`config.mk`:
```
export PLATFORM = sky130hd
export DESIGN_NAME = axil_reg_endpoint
export DESIGN_NICKNAME = d
export VERILOG_FILES = /design/src/rtl/axil_reg_endpoint_pkg.sv /design/src/rtl/axil_wr_joiner.sv /design/src/rtl/axil_reg_endpoint.sv
export SDC_FILE = /design/constraint.sdc
export NUM_CORES = 1
export LEC_CHECK = 0
export ABC_CLOCK_PERIOD_IN_PS = 3900
export CORE_ASPECT_RATIO = 1.75
export CORE_MARGIN = 5
export CORE_UTILIZATION = 51
export DETAILED_ROUTE_END_ITERATION = 10
export DONT_BUFFER_PORTS = 1
export GPL_TIMING_DRIVEN = 0
export PLACE_DENSITY_LB_ADDON = 0.12
export SYNTH_ARGS = -nofsm -noshare
export SYNTH_HDL_FRONTEND = slang
export SYNTH_SLANG_ARGS = --single-unit
```
`constraint.sdc`:
```
create_clock -name clk_i -period 3.9 [get_ports clk_i]
set_input_delay 0.39 -clock clk_i [delete_from_list [all_inputs] [get_ports clk_i]]
set_output_delay 0.39 -clock clk_i [all_outputs]
set_load 0.02 [all_outputs]
```
`src/rtl/axil_reg_endpoint_pkg.sv`:
```
// Shared AXI-Lite bus payloads, response codes and endpoint FSM states.
package axil_reg_endpoint_pkg;

    localparam int unsigned axil_addr_width_lp = 32;
    localparam int unsigned axil_data_width_lp = 32;
    localparam int unsigned axil_strb_width_lp = axil_data_width_lp / 8;

    localparam logic [1:0] resp_okay_lp   = 2'b00;
    localparam logic [1:0] resp_slverr_lp = 2'b10;

    typedef struct packed {
        logic [axil_addr_width_lp-1:0] awaddr;
        logic [2:0]                    awprot;
        logic                          awvalid;
        logic [axil_data_width_lp-1:0] wdata;
        logic [axil_strb_width_lp-1:0] wstrb;
        logic                          wvalid;
        logic                          bready;
        logic [axil_addr_width_lp-1:0] araddr;
        logic [2:0]                    arprot;
        logic                          arvalid;
        logic                          rready;
    } bsg_axil_mosi_bus_s;

    typedef struct packed {
        logic                          awready;
        logic                          wready;
        logic [1:0]                    bresp;
        logic                          bvalid;
        logic                          arready;
        logic [axil_data_width_lp-1:0] rdata;
        logic [1:0]                    rresp;
        logic                          rvalid;
    } bsg_axil_miso_bus_s;

    localparam int unsigned mosi_bus_width_lp = $bits(bsg_axil_mosi_bus_s);
    localparam int unsigned miso_bus_width_lp = $bits(bsg_axil_miso_bus_s);

    typedef enum logic [2:0] {
        IDLE  = 3'd0,
        REQ   = 3'd1,
        WAIT  = 3'd2,
        BRESP = 3'd3,
        RRESP = 3'd4
    } state_e;

endpackage

```
`src/rtl/axil_wr_joiner.sv`:
```
// Collects the independent AW and W channels into holding registers and
// drives their readies; a write is complete once both are held.
module axil_wr_joiner #(
    parameter int unsigned  waddr_width_p = 14,
    parameter int unsigned  data_width_p  = 32,
    localparam int unsigned mask_width_lp = data_width_p / 8
) (
    input  logic                     clk_i,
    input  logic                     reset_i,
    input  logic                     awvalid_i,
    input  logic [waddr_width_p-1:0] awaddr_i,
    input  logic                     wvalid_i,
    input  logic [data_width_p-1:0]  wdata_i,
    input  logic [mask_width_lp-1:0] wstrb_i,
    input  logic                     idle_next_i,
    input  logic                     clear_i,
    output logic                     awready_o,
    output logic                     wready_o,
    output logic                     aw_pend_c_o,
    output logic                     w_pend_c_o,
    output logic [waddr_width_p-1:0] awaddr_c_o,
    output logic [data_width_p-1:0]  wdata_c_o,
    output logic [mask_width_lp-1:0] wstrb_c_o
);

    logic                     aw_held_q, w_held_q;
    logic                     awready_q, wready_q;
    logic [waddr_width_p-1:0] awaddr_q;
    logic [data_width_p-1:0]  wdata_q;
    logic [mask_width_lp-1:0] wstrb_q;
    logic                     aw_hs_c, w_hs_c;

    assign aw_hs_c = awvalid_i & awready_q;
    assign w_hs_c  = wvalid_i & wready_q;

    // Held-after-this-edge view, including a handshake landing this cycle.
    assign aw_pend_c_o = (aw_held_q | aw_hs_c) & ~clear_i;
    assign w_pend_c_o  = (w_held_q | w_hs_c) & ~clear_i;
    assign awaddr_c_o  = aw_hs_c ? awaddr_i : awaddr_q;
    assign wdata_c_o   = w_hs_c ? wdata_i : wdata_q;
    assign wstrb_c_o   = w_hs_c ? wstrb_i : wstrb_q;

    assign awready_o = awready_q;
    assign wready_o  = wready_q;

    always_ff @(posedge clk_i or negedge reset_i) begin
        if (!reset_i) begin
            aw_held_q <= 1'b0;
            w_held_q  <= 1'b0;
            awready_q <= 1'b0;
            wready_q  <= 1'b0;
            awaddr_q  <= '0;
            wdata_q   <= '0;
            wstrb_q   <= '0;
        end else begin
            aw_held_q <= aw_pend_c_o;
            w_held_q  <= w_pend_c_o;
            awready_q <= idle_next_i & ~aw_pend_c_o;
            wready_q  <= idle_next_i & ~w_pend_c_o;
            if (aw_hs_c) awaddr_q <= awaddr_i;
            if (w_hs_c) begin
                wdata_q <= wdata_i;
                wstrb_q <= wstrb_i;
            end
        end
    end

endmodule

```
`src/rtl/axil_reg_endpoint.sv`:
```
// AXI-Lite slave endpoint: joins AW/W, arbitrates against AR and serialises
// one outstanding register request, returning B/R responses.
module axil_reg_endpoint
    import axil_reg_endpoint_pkg::*;
#(
    parameter int unsigned  addr_width_p      = 16,
    parameter int unsigned  data_width_p      = 32,
    localparam int unsigned reg_addr_width_lp = addr_width_p - 2,
    localparam int unsigned mask_width_lp     = data_width_p / 8
) (
    input  logic                         clk_i,
    input  logic                         reset_i,
    input  bsg_axil_mosi_bus_s           s_axil_bus_i,
    output bsg_axil_miso_bus_s           s_axil_bus_o,
    output logic                         reg_v_o,
    output logic                         reg_w_o,
    output logic [reg_addr_width_lp-1:0] reg_addr_o,
    output logic [data_width_p-1:0]      reg_data_o,
    output logic [mask_width_lp-1:0]     reg_mask_o,
    input  logic                         reg_ready_i,
    input  logic                         reg_v_i,
    input  logic [data_width_p-1:0]      reg_data_i,
    input  logic                         reg_err_i
);

    state_e                         state_q, state_d;
    logic                           prio_rd_q, prio_rd_d;
    logic                           ar_held_q, ar_held_d;
    logic [reg_addr_width_lp-1:0]   ar_addr_q, ar_addr_d;
    logic                           arready_q, arready_d;
    logic                           reg_v_q, reg_v_d, reg_w_q, reg_w_d;
    logic [reg_addr_width_lp-1:0]   reg_addr_q, reg_addr_d;
    logic [data_width_p-1:0]        reg_data_q, reg_data_d;
    logic [mask_width_lp-1:0]       reg_mask_q, reg_mask_d;
    logic                           bvalid_q, bvalid_d, rvalid_q, rvalid_d;
    logic [1:0]                     bresp_q, bresp_d, rresp_q, rresp_d;
    logic [data_width_p-1:0]        rdata_q, rdata_d;

    logic                           awready, wready;
    logic                           aw_pend_c, w_pend_c;
    logic [reg_addr_width_lp-1:0]   awaddr_c, araddr_c;
    logic [data_width_p-1:0]        wdata_c;
    logic [mask_width_lp-1:0]       wstrb_c;
    logic                           ar_hs_c, wr_cand_c, rd_cand_c, pick_wr_c;
    logic                           wr_clear_c, idle_next_c;
    logic                           unused_c;

    assign unused_c = ^{s_axil_bus_i.awaddr[axil_addr_width_lp-1:addr_width_p],
                        s_axil_bus_i.awaddr[1:0], s_axil_bus_i.awprot,
                        s_axil_bus_i.araddr[axil_addr_width_lp-1:addr_width_p],
                        s_axil_bus_i.araddr[1:0], s_axil_bus_i.arprot};

    axil_wr_joiner #(
        .waddr_width_p(reg_addr_width_lp),
        .data_width_p (data_width_p)
    ) u_wr_joiner (
        .clk_i      (clk_i),
        .reset_i    (reset_i),
        .awvalid_i  (s_axil_bus_i.awvalid),
        .awaddr_i   (s_axil_bus_i.awaddr[addr_width_p-1:2]),
        .wvalid_i   (s_axil_bus_i.wvalid),
        .wdata_i    (s_axil_bus_i.wdata),
        .wstrb_i    (s_axil_bus_i.wstrb),
        .idle_next_i(idle_next_c),
        .clear_i    (wr_clear_c),
        .awready_o  (awready),
        .wready_o   (wready),
        .aw_pend_c_o(aw_pend_c),
        .w_pend_c_o (w_pend_c),
        .awaddr_c_o (awaddr_c),
        .wdata_c_o  (wdata_c),
        .wstrb_c_o  (wstrb_c)
    );

    assign ar_hs_c     = s_axil_bus_i.arvalid & arready_q;
    assign araddr_c    = ar_hs_c ? s_axil_bus_i.araddr[addr_width_p-1:2] : ar_addr_q;
    assign wr_cand_c   = aw_pend_c & w_pend_c;
    assign rd_cand_c   = ar_held_q | ar_hs_c;
    assign pick_wr_c   = wr_cand_c & (~rd_cand_c | ~prio_rd_q);
    assign wr_clear_c  = (state_q == BRESP) & s_axil_bus_i.bready;
    assign idle_next_c = (state_d == IDLE);

    // Next-state and registered-output logic.
    always_comb begin
        state_d    = state_q;
        prio_rd_d  = prio_rd_q;
        ar_held_d  = ar_held_q | ar_hs_c;
        ar_addr_d  = ar_hs_c ? s_axil_bus_i.araddr[addr_width_p-1:2] : ar_addr_q;
        reg_v_d    = reg_v_q;
        reg_w_d    = reg_w_q;
        reg_addr_d = reg_addr_q;
        reg_data_d = reg_data_q;
        reg_mask_d = reg_mask_q;
        bvalid_d   = bvalid_q;
        bresp_d    = bresp_q;
        rvalid_d   = rvalid_q;
        rresp_d    = rresp_q;
        rdata_d    = rdata_q;
        unique case (state_q)
            IDLE: begin
                if (wr_cand_c | rd_cand_c) begin
                    state_d   = REQ;
                    reg_v_d   = 1'b1;
                    prio_rd_d = ~prio_rd_q;
                    reg_w_d   = pick_wr_c;
                    if (pick_wr_c) begin
                        reg_addr_d = awaddr_c;
                        reg_data_d = wdata_c;
                        reg_mask_d = wstrb_c;
                    end else begin
                        reg_addr_d = araddr_c;
                        reg_data_d = '0;
                        reg_mask_d = '0;
                    end
                end
            end
            REQ: begin
                if (reg_ready_i) begin
                    reg_v_d = 1'b0;
                    state_d = WAIT;
                end
            end
            WAIT: begin
                if (reg_v_i) begin
                    if (reg_w_q) begin
                        bvalid_d = 1'b1;
                        bresp_d  = reg_err_i ? resp_slverr_lp : resp_okay_lp;
                        state_d  = BRESP;
                    end else begin
                        rvalid_d = 1'b1;
                        rresp_d  = reg_err_i ? resp_slverr_lp : resp_okay_lp;
                        rdata_d  = reg_data_i;
                        state_d  = RRESP;
                    end
                end
            end
            BRESP: begin
                if (s_axil_bus_i.bready) begin
                    bvalid_d = 1'b0;
                    state_d  = IDLE;
                end
            end
            RRESP: begin
                if (s_axil_bus_i.rready) begin
                    rvalid_d  = 1'b0;
                    ar_held_d = 1'b0;
                    state_d   = IDLE;
                end
            end
            default: state_d = IDLE;
        endcase
        // Reads wait while a write is partially collected so it cannot starve.
        arready_d = (state_d == IDLE) & ~aw_pend_c & ~w_pend_c & ~ar_held_d;
    end

    always_ff @(posedge clk_i or negedge reset_i) begin
        if (!reset_i) begin
            state_q    <= IDLE;
            prio_rd_q  <= 1'b0;
            ar_held_q  <= 1'b0;
            ar_addr_q  <= '0;
            arready_q  <= 1'b0;
            reg_v_q    <= 1'b0;
            reg_w_q    <= 1'b0;
            reg_addr_q <= '0;
            reg_data_q <= '0;
            reg_mask_q <= '0;
            bvalid_q   <= 1'b0;
            bresp_q    <= resp_okay_lp;
            rvalid_q   <= 1'b0;
            rresp_q    <= resp_okay_lp;
            rdata_q    <= '0;
        end else begin
            state_q    <= state_d;
            prio_rd_q  <= prio_rd_d;
            ar_held_q  <= ar_held_d;
            ar_addr_q  <= ar_addr_d;
            arready_q  <= arready_d;
            reg_v_q    <= reg_v_d;
            reg_w_q    <= reg_w_d;
            reg_addr_q <= reg_addr_d;
            reg_data_q <= reg_data_d;
            reg_mask_q <= reg_mask_d;
            bvalid_q   <= bvalid_d;
            bresp_q    <= bresp_d;
            rvalid_q   <= rvalid_d;
            rresp_q    <= rresp_d;
            rdata_q    <= rdata_d;
        end
    end

    assign reg_v_o    = reg_v_q;
    assign reg_w_o    = reg_w_q;
    assign reg_addr_o = reg_addr_q;
    assign reg_data_o = reg_data_q;
    assign reg_mask_o = reg_mask_q;

    always_comb begin
        s_axil_bus_o         = '0;
        s_axil_bus_o.awready = awready;
        s_axil_bus_o.wready  = wready;
        s_axil_bus_o.bresp   = bresp_q;
        s_axil_bus_o.bvalid  = bvalid_q;
        s_axil_bus_o.arready = arready_q;
        s_axil_bus_o.rdata   = rdata_q;
        s_axil_bus_o.rresp   = rresp_q;
        s_axil_bus_o.rvalid  = rvalid_q;
    end

endmodule

```
==> run_results.csv <==
group,metric,value,unit
status,outcome,"finished, violations left",
status,violations,"negative hold slack",
clock_tree,numClockSinks,162,
timing,tightest_slew,0.6430,ns
clock_tree,numCtsBuffers,17,
synthesis,seq_area_frac_synth,0.6422,
timing,maxSlewHeadroom,0.5713,
floorplan,coreArea,0.01207,sq mm
synthesis,syn_area_per_cell,15.25,sq um
setup_path,critPathMaxStageDelay,0.37,ns
route,antenna_left,0,
place,place_area,0.006523,sq mm
setup_path,cp_cell_sequence,"buf_4, and4b_1, a2111o_1, buf_2, buf_2, mux2i_1, mux2i_1",
timing,hold_viol_final,162,
global_route,antenna_found_initial,0,
timing,slew_violations,0,
synthesis,synthCells,414,
timing,holdWs,-0.3373,ns
pwr,power,6.808,mW
place,gp_routability_congestion,0.7960,
timing,setup_viol,0,
min_path,hp-class,"in -> async",
setup_path,worstPathRequired,4.20,ns
floorplan,die_w,94.10,um
floorplan,die-height,157.2,um
setup_path,arrival,2.35,ns
route,routedWlPerCell,21.82,um
timing,post-route-period-util,0.5254,
setup_path,cp_top_family,"buffers and inverters",
pwr,power.density,960.0,mW/mm^2
synthesis,netlist_area,0.006312,sq mm
route,via_per_inst,5.593,
route,dr_total_vias,3423,
floorplan,num_rows,53,
final_layout,most-common-layout-cells,"162 x dfrtp_1, 98 x mux2_2, 36 x a22o_1",
synthesis,synth-seq-cells,162,
timing,fin_skew,0.007793,ns
clock_tree,max-clock-path-buffers,2,
setup_path,crit_fanout,10,
pwr,ir_drop,0.4410,mV
final_layout,final_nets,582,
floorplan,start_util,0.5230,
final_layout,post-route-util,0.5876,
pwr,leakagePower,3.332,nW
floorplan,dieArea,0.01479,sq mm
synthesis,yosysWarnings,0,
setup_path,cp_num_buf_inv,3,
setup_path,end_kind,"flip-flop",
route,finalWirelength,13.35,mm
clock_tree,path_clk_slew,0.07,ns
route,drc,0,
timing,worst_slack,1.851,ns
global_route,grt_pass1_vias,3874,
global_route,grt_overflow,0,
setup_path,cp_slowest_cell,"buf_2",
final_layout,area_delta_synth_final,12.35,%
timing,fin_crit,2.049,ns
place,portBuffers,0,
flow_run,maxCapViolCount,0,
floorplan,ios,241,
final_layout,final_cell_area,0.007092,sq mm
timing,setup-tns-final,0,ns
clock_tree,ctsRootBufferMaster,"clkbuf_16",
final_layout,n_antenna_cell,0,
global_route,gr-usage-all-layers,0.1871,
synthesis,synth_cell_types,35,
place,place_ws,1.824,ns
clock_tree,tritoncts,"yes",
final_layout,layout-drive-gt1-share,0.3423,
setup_path,start_kind,"flip-flop",
route,dr.pass1.iters,6,
route,drt_first_iter_violations,121,
timing,max_freq,488.1,MHz
place,post-dp-hpwl,9.903,mm
timing,rsz0062_at_grt,"no",
clock_tree,insertion_delay,0.42,ns
global_route,grt_pass1_wl,20.98,mm
setup_path,crit_type,"reg -> reg",
global_route,grt_max_degree,163,
clock_tree,h-tree-depth,4,
final_layout,layout_commonest_cell,"dfrtp_1",
==> cell usage after synthesis, drive strengths merged <==
master    n  area (sq um)
o211ai    1         7.510
xnor2     1         8.760
and4b     2         20.02
nor2b     2         12.51
and3b     1         8.760
o221ai    1         8.760
o22a      1         8.760
nor3      3         15.01
dfrtp   162          4054
conb      1         3.750
mux2     98          1104
clkbuf    4         15.01
inv      16         60.06
or4b      1         10.01
mux2i    28         280.3
nor2      6         30.03
nand4b    1         8.760
a21o      2         15.01
nand2     5         18.77
o21ai     2         10.01
or3       2         12.51
or2       1         6.260
a21oi     4         20.02
o31ai     1         7.510
nor3b     1         7.510
a22o     36         315.3
buf      25         199.0
nand2b    1         6.260
a2111o    1         11.26
a31oi     3         18.77
o31a      1         8.760
==> path summary, 6_finish.rpt <==
check | from | slack (ns) | cells past startpoint | end
setup / recovery | state_q[2] | 1.85 | 7 | reg_addr_o[7]
hold / removal | reset_i | -0.34 | 0 | reg_data_o[13]
setup reg to reg | state_q[2] | 1.85 | 7 | reg_addr_o[7]
hold reg to reg | prio_rd_q | 0.49 | 1 | prio_rd_q
max in group asynchronous | reset_i | 4.04 | 0 | rdata_q[0]
min in group clk_i | s_axil_bus_i[0] | 0.08 | 1 | rvalid_q
==> flip-flops by register name, indices dropped and copies added (netlist names), 3 cells and up <==
name,flops
ar_addr_q,14
rdata_q,32
reg_addr_o,14
reg_data_o,32
reg_mask_o,4
state_q,3
u_wr_joiner.awaddr_q,14
u_wr_joiner.wdata_q,32
u_wr_joiner.wstrb_q,4
==> area by class of cell <==
cell class / count / area (sq um)
Buffer: 29 / 214.0
Multi-Input combinational cell: 208 / 1988
Tap cell: 165 / 206.4
Sequential cell: 162 / 4054
Clock buffer: 20 / 446.7
Clock inverter: 12 / 122.6
Fill cell: 1009 / 4977
Inverter: 16 / 60.06
==> routing by layer <==
| metal | up-vias | global-route usage | share of wire |
|---|---|---|---|
| met3 | 23 | 0.07747 | 0.085 |
| met2 | 121 | 0.3260 | 0.56 |
| li1 | 1507 | - | - |
| met4 | 0 | 0.07782 | 0.025 |
| met5 | - | 0 | 0 |
| met1 | 1772 | 0.1972 | 0.34 |
==> cells by family after synthesis <==
family                    after synthesis  synth area share
xor gates and xnor gates                1          0.001388
DFF                                   162            0.6422
muxes                                 126            0.2192
AOI/OAI and AO/OA                      53           0.06839
and+or+nand+nor                        26           0.02478
other                                   1         0.0005941
buffers and inverters                  45           0.04341
==> stage by stage <==
stage | std cells | hold slack [ns]
5_1_grt | 612 | -0.3610
4_1_cts | 612 | -0.3508
6_report | 612 | -0.3373
3_3_place_gp | 580 | 0.09808
2_1_floorplan | 415 | 0.09441
3_5_place_dp | 580 | 0.09880
==> what timing repair did <==
action,CTS,global route
setup buffers,0,0
endpoints found under the hold margin,162,162
resized for setup,0,0
==> report_power, final <==
part	total, mW	internal [mW]	switching, mW	leakage, nW
logic	1.91	1.03	0.885	1.07
registers	3.32	2.44	0.872	2.00
clock network	1.58	0.907	0.674	0.262
Power figures use the tool's default switching activity.
